==> config.mk <==
export PLATFORM = sky130hd
export DESIGN_NAME = instr_encoder
export DESIGN_NICKNAME = d
export VERILOG_FILES = /design/src/rtl/instr_encoder.sv
export SDC_FILE = /design/constraint.sdc
export NUM_CORES = 1
export LEC_CHECK = 0
export BUFFER_PORTS_ARGS = -buffer_cell sky130_fd_sc_hd__clkbuf_2
export CORE_ASPECT_RATIO = 1.75
export CORE_MARGIN = 3
export CORE_UTILIZATION = 35
export CTS_BUF_LIST = sky130_fd_sc_hd__clkbuf_16
export DETAILED_ROUTE_END_ITERATION = 12
export HOLD_SLACK_MARGIN = 0.02
export PLACE_DENSITY = 0.59
export SLEW_MARGIN = 20
export SYNTH_ARGS = -nofsm -noshare
export SYNTH_HDL_FRONTEND = slang
export SYNTH_SLANG_ARGS = --single-unit
export TNS_END_PERCENT = 10
==> constraint.sdc <==
create_clock -name clock -period 5 [get_ports clock]
set_input_delay 0.75 -clock clock [delete_from_list [all_inputs] [get_ports clock]]
set_output_delay 0.75 -clock clock [all_outputs]
set_load 0.02 [all_outputs]
==> src/rtl/instr_encoder.sv <==
// instr_encoder: packs instruction requests into 32-bit MIPS words and streams them into instruction memory.
// Defining ENC_CHECKSUM_EN adds a csum output carrying the running XOR of every word written.
module instr_encoder #(
  parameter int unsigned ADDR_W   = 5,
  parameter int unsigned PAD_NOPS = 2
) (
  input  logic              clock,
  input  logic              reset,
  input  logic              clear,
  input  logic              req_valid,
  output logic              req_ready,
  input  logic [3:0]        req_kind,
  input  logic [4:0]        req_rs,
  input  logic [4:0]        req_rt,
  input  logic [4:0]        req_rd,
  input  logic [15:0]       req_imm,
  input  logic              finish,
  output logic              im_we,
  output logic [ADDR_W-1:0] im_addr,
  output logic [31:0]       im_wdata,
  output logic [ADDR_W:0]   count,
  output logic              full,
  output logic              done,
  output logic              err
`ifdef ENC_CHECKSUM_EN
  ,
  output logic [31:0]       csum
`endif
);

  typedef enum logic [1:0] {S_ACCEPT, S_PAD, S_FULL, S_DONE} state_e;

  typedef enum logic [3:0] {
    K_ADDU, K_SUBU, K_ADD, K_AND, K_OR, K_SLT,
    K_ADDI, K_ADDIU, K_ANDI, K_ORI, K_LUI
  } kind_e;

  localparam logic [ADDR_W:0] LAST_SLOT = {1'b0, {ADDR_W{1'b1}}};
  localparam logic [ADDR_W:0] ONE       = {{ADDR_W{1'b0}}, 1'b1};

  state_e              state_q, state_d;
  logic [ADDR_W:0]     wptr_q, wptr_d;
  logic [ADDR_W:0]     pad_cnt_q, pad_cnt_d;
  logic                im_we_q, im_we_d;
  logic [ADDR_W-1:0]   im_addr_q, im_addr_d;
  logic [31:0]         im_wdata_q, im_wdata_d;
  logic                err_q, err_d;

  logic                accept, legal, wr_fire, last_slot, pad_last;
  logic [31:0]         enc_word;

  // The immediate goes in verbatim; LUI has no source operand so its rs field is zeroed.
  function automatic logic [31:0] encode(input logic [3:0] kind, input logic [4:0] rs,
                                         input logic [4:0] rt, input logic [4:0] rd,
                                         input logic [15:0] imm);
    logic [31:0] word;
    word = '0;
    case (kind_e'(kind))
      K_ADDU:  word = {6'b000000, rs, rt, rd, 5'd0, 6'b100001};
      K_SUBU:  word = {6'b000000, rs, rt, rd, 5'd0, 6'b100011};
      K_ADD:   word = {6'b000000, rs, rt, rd, 5'd0, 6'b100000};
      K_AND:   word = {6'b000000, rs, rt, rd, 5'd0, 6'b100100};
      K_OR:    word = {6'b000000, rs, rt, rd, 5'd0, 6'b100101};
      K_SLT:   word = {6'b000000, rs, rt, rd, 5'd0, 6'b101010};
      K_ADDI:  word = {6'b001000, rs, rt, imm};
      K_ADDIU: word = {6'b001001, rs, rt, imm};
      K_ANDI:  word = {6'b001100, rs, rt, imm};
      K_ORI:   word = {6'b001101, rs, rt, imm};
      K_LUI:   word = {6'b001111, 5'd0, rt, imm};
      default: word = '0;
    endcase
    return word;
  endfunction

  assign req_ready = (state_q == S_ACCEPT);
  assign accept    = req_valid && req_ready;
  assign legal     = (req_kind <= 4'd10);
  assign wr_fire   = accept && legal;
  assign last_slot = (wptr_q == LAST_SLOT);
  assign pad_last  = (32'(pad_cnt_q) + 32'd1 >= PAD_NOPS);
  assign enc_word  = encode(req_kind, req_rs, req_rt, req_rd, req_imm);

  // NOTE: sequential state uses non-blocking assignments so every register samples pre-edge values.
  always_ff @(posedge clock or negedge reset) begin
    if (!reset) state_q <= S_ACCEPT;
    else        state_q <= state_d;
  end

  // NOTE: each always_comb assigns defaults first so no path leaves a signal unassigned (no latches).
  always_comb begin
    state_d = state_q;
    if (clear) begin
      state_d = S_ACCEPT;
    end else begin
      case (state_q)
        S_ACCEPT: begin
          if (wr_fire && last_slot) state_d = finish ? S_DONE : S_FULL;
          else if (finish)          state_d = (PAD_NOPS == 0) ? S_DONE : S_PAD;
        end
        S_PAD:   if (last_slot || pad_last) state_d = S_DONE;
        S_FULL:  if (finish) state_d = S_DONE;
        default: state_d = state_q;
      endcase
    end
  end

  always_comb begin
    im_we_d    = 1'b0;
    im_addr_d  = im_addr_q;
    im_wdata_d = im_wdata_q;
    wptr_d     = wptr_q;
    pad_cnt_d  = pad_cnt_q;
    err_d      = err_q;
    if (clear) begin
      wptr_d    = '0;
      pad_cnt_d = '0;
      err_d     = 1'b0;
    end else if (state_q == S_ACCEPT && accept) begin
      if (legal) begin
        im_we_d    = 1'b1;
        im_addr_d  = wptr_q[ADDR_W-1:0];
        im_wdata_d = enc_word;
        wptr_d     = wptr_q + ONE;
      end else begin
        err_d = 1'b1;
      end
    end else if (state_q == S_PAD) begin
      im_we_d    = 1'b1;
      im_addr_d  = wptr_q[ADDR_W-1:0];
      im_wdata_d = '0;
      wptr_d     = wptr_q + ONE;
      pad_cnt_d  = pad_cnt_q + ONE;
    end
  end

  always_ff @(posedge clock or negedge reset) begin
    if (!reset) begin
      wptr_q     <= '0;
      pad_cnt_q  <= '0;
      im_we_q    <= 1'b0;
      im_addr_q  <= '0;
      im_wdata_q <= '0;
      err_q      <= 1'b0;
    end else begin
      wptr_q     <= wptr_d;
      pad_cnt_q  <= pad_cnt_d;
      im_we_q    <= im_we_d;
      im_addr_q  <= im_addr_d;
      im_wdata_q <= im_wdata_d;
      err_q      <= err_d;
    end
  end

  assign im_we    = im_we_q;
  assign im_addr  = im_addr_q;
  assign im_wdata = im_wdata_q;
  assign count    = wptr_q;
  assign full     = wptr_q[ADDR_W];
  assign done     = (state_q == S_DONE);
  assign err      = err_q;

`ifdef ENC_CHECKSUM_EN
  logic [31:0] csum_q, csum_d;

  // Folds in the word on the same edge it is written, so csum always covers im_wdata when im_we is high.
  always_comb begin
    csum_d = csum_q;
    if (clear)        csum_d = '0;
    else if (im_we_d) csum_d = csum_q ^ im_wdata_d;
  end

  always_ff @(posedge clock or negedge reset) begin
    if (!reset) csum_q <= '0;
    else        csum_q <= csum_d;
  end

  assign csum = csum_q;
`endif

endmodule

==> results of run 1 <==
==> cell type report <==
class                           instances  area [um2]
Inverter                                7        26.3
Timing Repair Buffer                   87         440
Tap cell                               86         108
Fill cell                             726        4000
Clock inverter                          3        42.5
Multi-Input combinational cell        189        1220
Clock buffer                            5         125
Sequential cell                        51        1280
==> layer usage <==
metal / vias up / wire length, um / track usage (%)
met3: 11 / 346 / 3.66
met5: - / 0 / 0
met1: 1076 / 2510 / 17.0
li1: 1096 / - / -
met2: 55 / 3430 / 27.1
met4: 0 / 145 / 6.82
==> power by group through the flow <==
stage               clock, W  combinational, W  sequential, W
floorplan                  0          0.000278       0.000741
finish              0.000381          0.000602       0.000611
CTS                 0.000398          0.000613       0.000613
global placement           0          0.000603       0.000617
global route        0.000413          0.000663       0.000627
detailed placement         0          0.000611       0.000621
==> cells in the final DEF (no fill, tap or decap), types with 3 or more instances in the layout <==
| cell | instances |
|---|---|
| a221o_1 | 3 |
| a21oi_1 | 21 |
| nor2b_1 | 8 |
| nand2_1 | 33 |
| xnor2_1 | 5 |
| inv_1 | 7 |
| a21o_1 | 3 |
| nand3_1 | 4 |
| o21ai_1 | 5 |
| dfrtp_1 | 51 |
| ha_1 | 7 |
| o21ai_0 | 6 |
| xor2_1 | 6 |
| nor3_1 | 4 |
| nor4_1 | 3 |
| o22ai_1 | 5 |
| clkbuf_16 | 5 |
| and2_1 | 3 |
| nor2_1 | 17 |
| a22o_1 | 19 |
| clkbuf_2 | 85 |
==> cells in the mapped netlist, types with 2 or more instances <==
master	count
nand3b_1	2
nand4_1	2
dfrtp_1	51
nor3_1	4
o22ai_1	5
xor2_1	6
buf_4	4
a31oi_1	2
a21o_1	3
a21oi_1	21
nor2_1	17
o211ai_1	2
buf_2	8
o21ai_1	5
nor4_1	3
nand2_1	33
xnor2_1	5
nor2b_1	8
and3_1	2
a221o_1	3
o21ai_0	6
clkbuf_1	4
ha_1	7
o31ai_1	2
nand3_1	4
a211oi_1	2
a22o_1	19
and2_1	3
inv_1	7
==> registers in the layout (all words and copies together), names as in the netlist <==
signal     flops
count          6
err            1
im_addr        5
im_wdata      30
im_we          1
pad_cnt_q      6
state_q        2
==> worst paths after layout <==
path | from | endpoint | slack [ps] | cells after the start
hold / removal | im_wdata[29] | im_wdata[29] | 480 | 1
hold reg to reg | im_wdata[29] | im_wdata[29] | 480 | 1
min in group asynchronous | reset | im_wdata[8] | 560 | 2
max in group asynchronous | reset | im_wdata[14] | 3980 | 2
setup / recovery | state_q[1] | im_wdata[3] | 2630 | 7
setup reg to reg | state_q[1] | im_wdata[3] | 2630 | 7
==> kinds of logic (layout without fill, tap and decap cells) <==
group           count (synthesis)  after routing  synth area share [%]
compound gates                 82             82                  22.8
xor+xnor                       11             11                  3.68
fa+ha+maj                       7              7                  3.35
buf+inv                        25            102                  4.83
flops                          51             51                  48.8
mux                             2              2                 0.813
other cells                     1              2                 0.143
simple gates                   85             85                  15.6
==> per-stage QoR <==
stage,std cells,area [um2],hold slack [ps],utilization [%],total power [W]
global route,428,3240,509,44.8,0.00170
floorplan,265,2620,454,-,0.00102
global placement,420,3070,467,42.4,0.00122
CTS,428,3240,484,44.8,0.00162
finish,428,3240,476,44.8,0.00159
detailed placement,420,3070,468,42.4,0.00123
==> results_dict.tcl, run 1 <==
set metrics [dict create \
    cp_top_family "simple AND/OR/NAND/NOR gates" \
    grt_pass1_wl_mm 10.4 \
    tightestPinTransition_ps 729 \
    gp_congestion 0.811 \
    core_um2 7230 \
    slew_headroom_pct 51.2 \
    power.density_nw_per_um2 493 \
    htreeDepth 2 \
    path_cells "inv_1 > ha_1 > nand2_1 > a21oi_2 > nand2_2 > nor2_1 > a221o_1" \
    vias 2238 \
    dp_slack_ps 2290 \
    ys_ff_latch 51 \
    path_buf_inv 1 \
    wirelength_mm 6.44 \
    max_freq_ghz 0.421 \
    synth_edf_count 0 \
    drv_slew 0 \
    path_max_fanout 11 \
    startpoint_type "flop" \
    worstSetupPathType "flop to flop" \
    clock_tree.buffer_depth 2 \
    rsz0062_at_grt "false" \
    finalSetupViolCount 0 \
    grt_pass1_vias 2134 \
    num-nets-final 388 \
    period_share_pct 47.5 \
    critPathMaxStageDelay_ps 610 \
    yosysUniqueCellTypes 53 \
    clk_pin_slew_worst_paths_ps 70 \
    drtAntennaViolNets 0 \
    clock_sinks 51 \
    leakage_nw 1.61 \
    io_buffers 85 \
    die-area_um2 8590 \
    fp.dieH_um 120 \
    cts.repair.resized 0 \
    synth.largest_area_cell "dfrtp_1" \
    wl_per_cell_um 15.0 \
    crit_arrival_ps 2600 \
    endpoint_kind "flop" \
    p_switching_w 0.000597 \
    combPwrFrac_pct 37.8 \
    ys.flop_type "dfrtp_1" \
    via_per_inst 5.23 \
    clock_skew_ps 4.25 \
    ys_warn_count 0 \
    drv_cap 0 \
    pin_count 88 \
    syn_area_per_cell_um2 9.91 \
    async_flop_share_pct 100 \
    syn_inst 264 \
    drive_above_1_share_pct 29.8 \
    hpwl_mm 4.98 \
    track_usage_pct 15.3 \
    crit_slowest_cell "nor2_1" \
    hold_path_class "flop to flop" \
    ir_worst_vdd_v 0.000158 \
    synth.area.top_cells "dfrtp_1 (49%), a22o_1 (6.4%), nand2_1 (4.7%)" \
    status "finished clean" \
    pwr-share-clk_pct 23.9 \
    first_pass_iters 4 \
    clkLatencyLatePin_ps 290 \
    cts_tree "built" \
    fin_crit_ps 2370 \
    synth_top_area_share_pct 48.8 \
    die_w_um 71.4 \
    synth_area_um2 2620 \
    setup_ws_ps 2630 \
    clock-root-buffer "clkbuf_16" \
    crit_required_ps 5230 \
    drtIter0Drc 94 \
    swShare_pct 37.4 \
    rows 41 \
    insertedDiodeCount 0 \
    globalRouteOverflowTotal 0 \
    syn2layout_area_growth_pct 23.7 \
    cts_setup_buffers 0 \
    intPower_w 0.000998 \
    drc 0 \
    fin_setup_tns_ps 0 \
    start_util_pct 36.2 \
    finalHoldViolations 0 \
    grt_max_degree 52 \
    cts_hold_buf 0 \
    p_seq_share_pct 38.3 \
    antenna_found_initial 0 \
    ys_seq_area_share_pct 48.8 \
    numCtsBuffers 5 \
]
Power figures use the tool's default switching activity.
==> run 2: changes to the inputs <==
Clock period 5 ns to 2.2 ns, I/O delays scaled along.
==> results_dict.tcl, run 2 (same netlist as run 1, synthesis figures left out) <==
set metrics [dict create \
    syn2layout_area_growth_pct 25.9 \
    wirelength_mm 6.55 \
    rows 41 \
    path_cells "ha_1 > and4bb_1 > o211ai_1 > nor4_1 > a211oi_1 > a221o_1" \
    max_freq_ghz 0.496 \
    setup_ws_ps 186 \
    finalSetupViolCount 0 \
    worstSetupPathType "flop to flop" \
    antenna_found_initial 0 \
    fin_setup_tns_ps 0 \
    clk_pin_slew_worst_paths_ps 70 \
    final_common_cell "clkbuf_2" \
    pin_count 88 \
    gp_congestion 0.791 \
    hold_path_class "input pin to flop" \
    ir_worst_vdd_v 0.000396 \
    endpoint_kind "flop" \
    grt_pass1_wl_mm 10.8 \
    track_usage_pct 15.8 \
    finish.utilization_pct 45.5 \
    drive_above_1_share_pct 31.8 \
    start_util_pct 36.2 \
    core_um2 7230 \
    dp_slack_ps 145 \
    critPathMaxStageDelay_ps 430 \
    status "finished clean" \
    drv_cap 0 \
    power.density_nw_per_um2 1080 \
    clock-root-buffer "clkbuf_16" \
    via_per_inst 5.07 \
    crit_slowest_cell "dfrtp_1" \
    finalHoldViolations 0 \
    fp.dieH_um 120 \
    first_pass_iters 4 \
    insertedDiodeCount 0 \
    clock_sinks 51 \
    globalRouteOverflowTotal 0 \
    drc 0 \
    holdWs_ps 246 \
    numCtsBuffers 5 \
    layout_common_cells "clkbuf_2 (85), dfrtp_1 (51), nand2_1 (33)" \
    r2r_slack_ps 190 \
    clock_skew_ps 6.22 \
    clock_tree.buffer_depth 2 \
    crit_required_ps 2380 \
    vias 2222 \
    rsz0062_at_grt "false" \
    largest_reg_flops 30 \
    cts_tree "built" \
    crit_arrival_ps 2190 \
    clkLatencyLatePin_ps 290 \
    die_w_um 71.4 \
    leakage_nw 1.64 \
    io_buffers 85 \
    grt_max_degree 29 \
    fin_crit_ps 2010 \
    grt_pass1_vias 2317 \
    die-area_um2 8590 \
    startpoint_type "flop" \
    num-nets-final 398 \
    path_max_fanout 5 \
    period_share_pct 91.6 \
    htreeDepth 2 \
    drtAntennaViolNets 0 \
    drtIter0Drc 111 \
    hpwl_mm 5.19 \
    drv_slew 0 \
    wl_per_cell_um 15.0 \
]
## run 2: cell types whose count changed in the layout (fill, tap and decap cells not counted)
cell           before  now
dlygate4sd3_1       0    1
clkinv_4            0    1
ha_2                0    1
ha_1                7    6
buf_4               2   11
clkinvlp_4          0    1
bufinv_16           1    0
inv_6               1    0
## run 2: path summary, 6_finish.rpt
kind                         startpoint  cells past startpoint            to
setup reg to reg           pad_cnt_q[0]                      6    state_q[1]
max in group asynchronous         reset                      3  im_wdata[14]
hold / removal               req_imm[0]                      2   im_wdata[0]
min in group asynchronous         reset                      2   im_wdata[6]
setup / recovery           pad_cnt_q[0]                      6    state_q[1]
hold reg to reg              im_addr[3]                      2    im_addr[3]
## run 2: power breakdown
group / internal, W / leakage [nW] / total, W / switching [W]
sequential: 0.00121 / 0.684 / 0.00138 / 0.000177
clock: 0.000420 / 0.0674 / 0.000764 / 0.000344
combinational: 0.000564 / 0.892 / 0.00143 / 0.000863
total: 0.00219 / 1.64 / 0.00357 / 0.00138
## run 2: what timing repair did
| item | in CTS | in global routing |
|---|---|---|
| hold buffers | 1 | 0 |
| gates resized for setup | 0 | 1 |
| endpoints found under the setup margin | 0 | 1 |
| hold endpoints to repair | 2 | 0 |
| buffers inserted | 0 | 0 |
## run 2: metrics by stage
step / total power [W] / instance area, um2 / cells
detailed placement: 0.00285 / 3140 / 429
finish: 0.00357 / 3290 / 438
CTS: 0.00363 / 3290 / 438
global route: 0.00382 / 3290 / 438
global placement: 0.00282 / 3140 / 429
floorplan: 0.00232 / 2620 / 265
## run 2: worst max-delay path: cells and delay by family, from the launching register on
family / cells / cell delay [ps]
flops: 1 / 430
simple gates: 2 / 550
compound gates: 3 / 590
fa+ha+maj: 1 / 310
## run 2: area by class of cell
type | instances | area (um2)
well taps | 86 | 108
flip-flops and latches | 51 | 1280
clock buffers | 5 | 125
multi-input cells | 189 | 1220
fillers | 726 | 3940
inverters | 7 | 26.3
repair buffers | 97 | 518
clock inverters | 3 | 20.0
## run 2: metal layers
| metal | routed length, um | part of all wire (%) | GRT usage [%] |
|---|---|---|---|
| met3 | 323 | 4.9 | 3.16 |
| met2 | 3620 | 55 | 29.8 |
| met4 | 110 | 1.7 | 5.76 |
| met1 | 2500 | 38 | 16.9 |
| met5 | 0 | 0 | 0 |
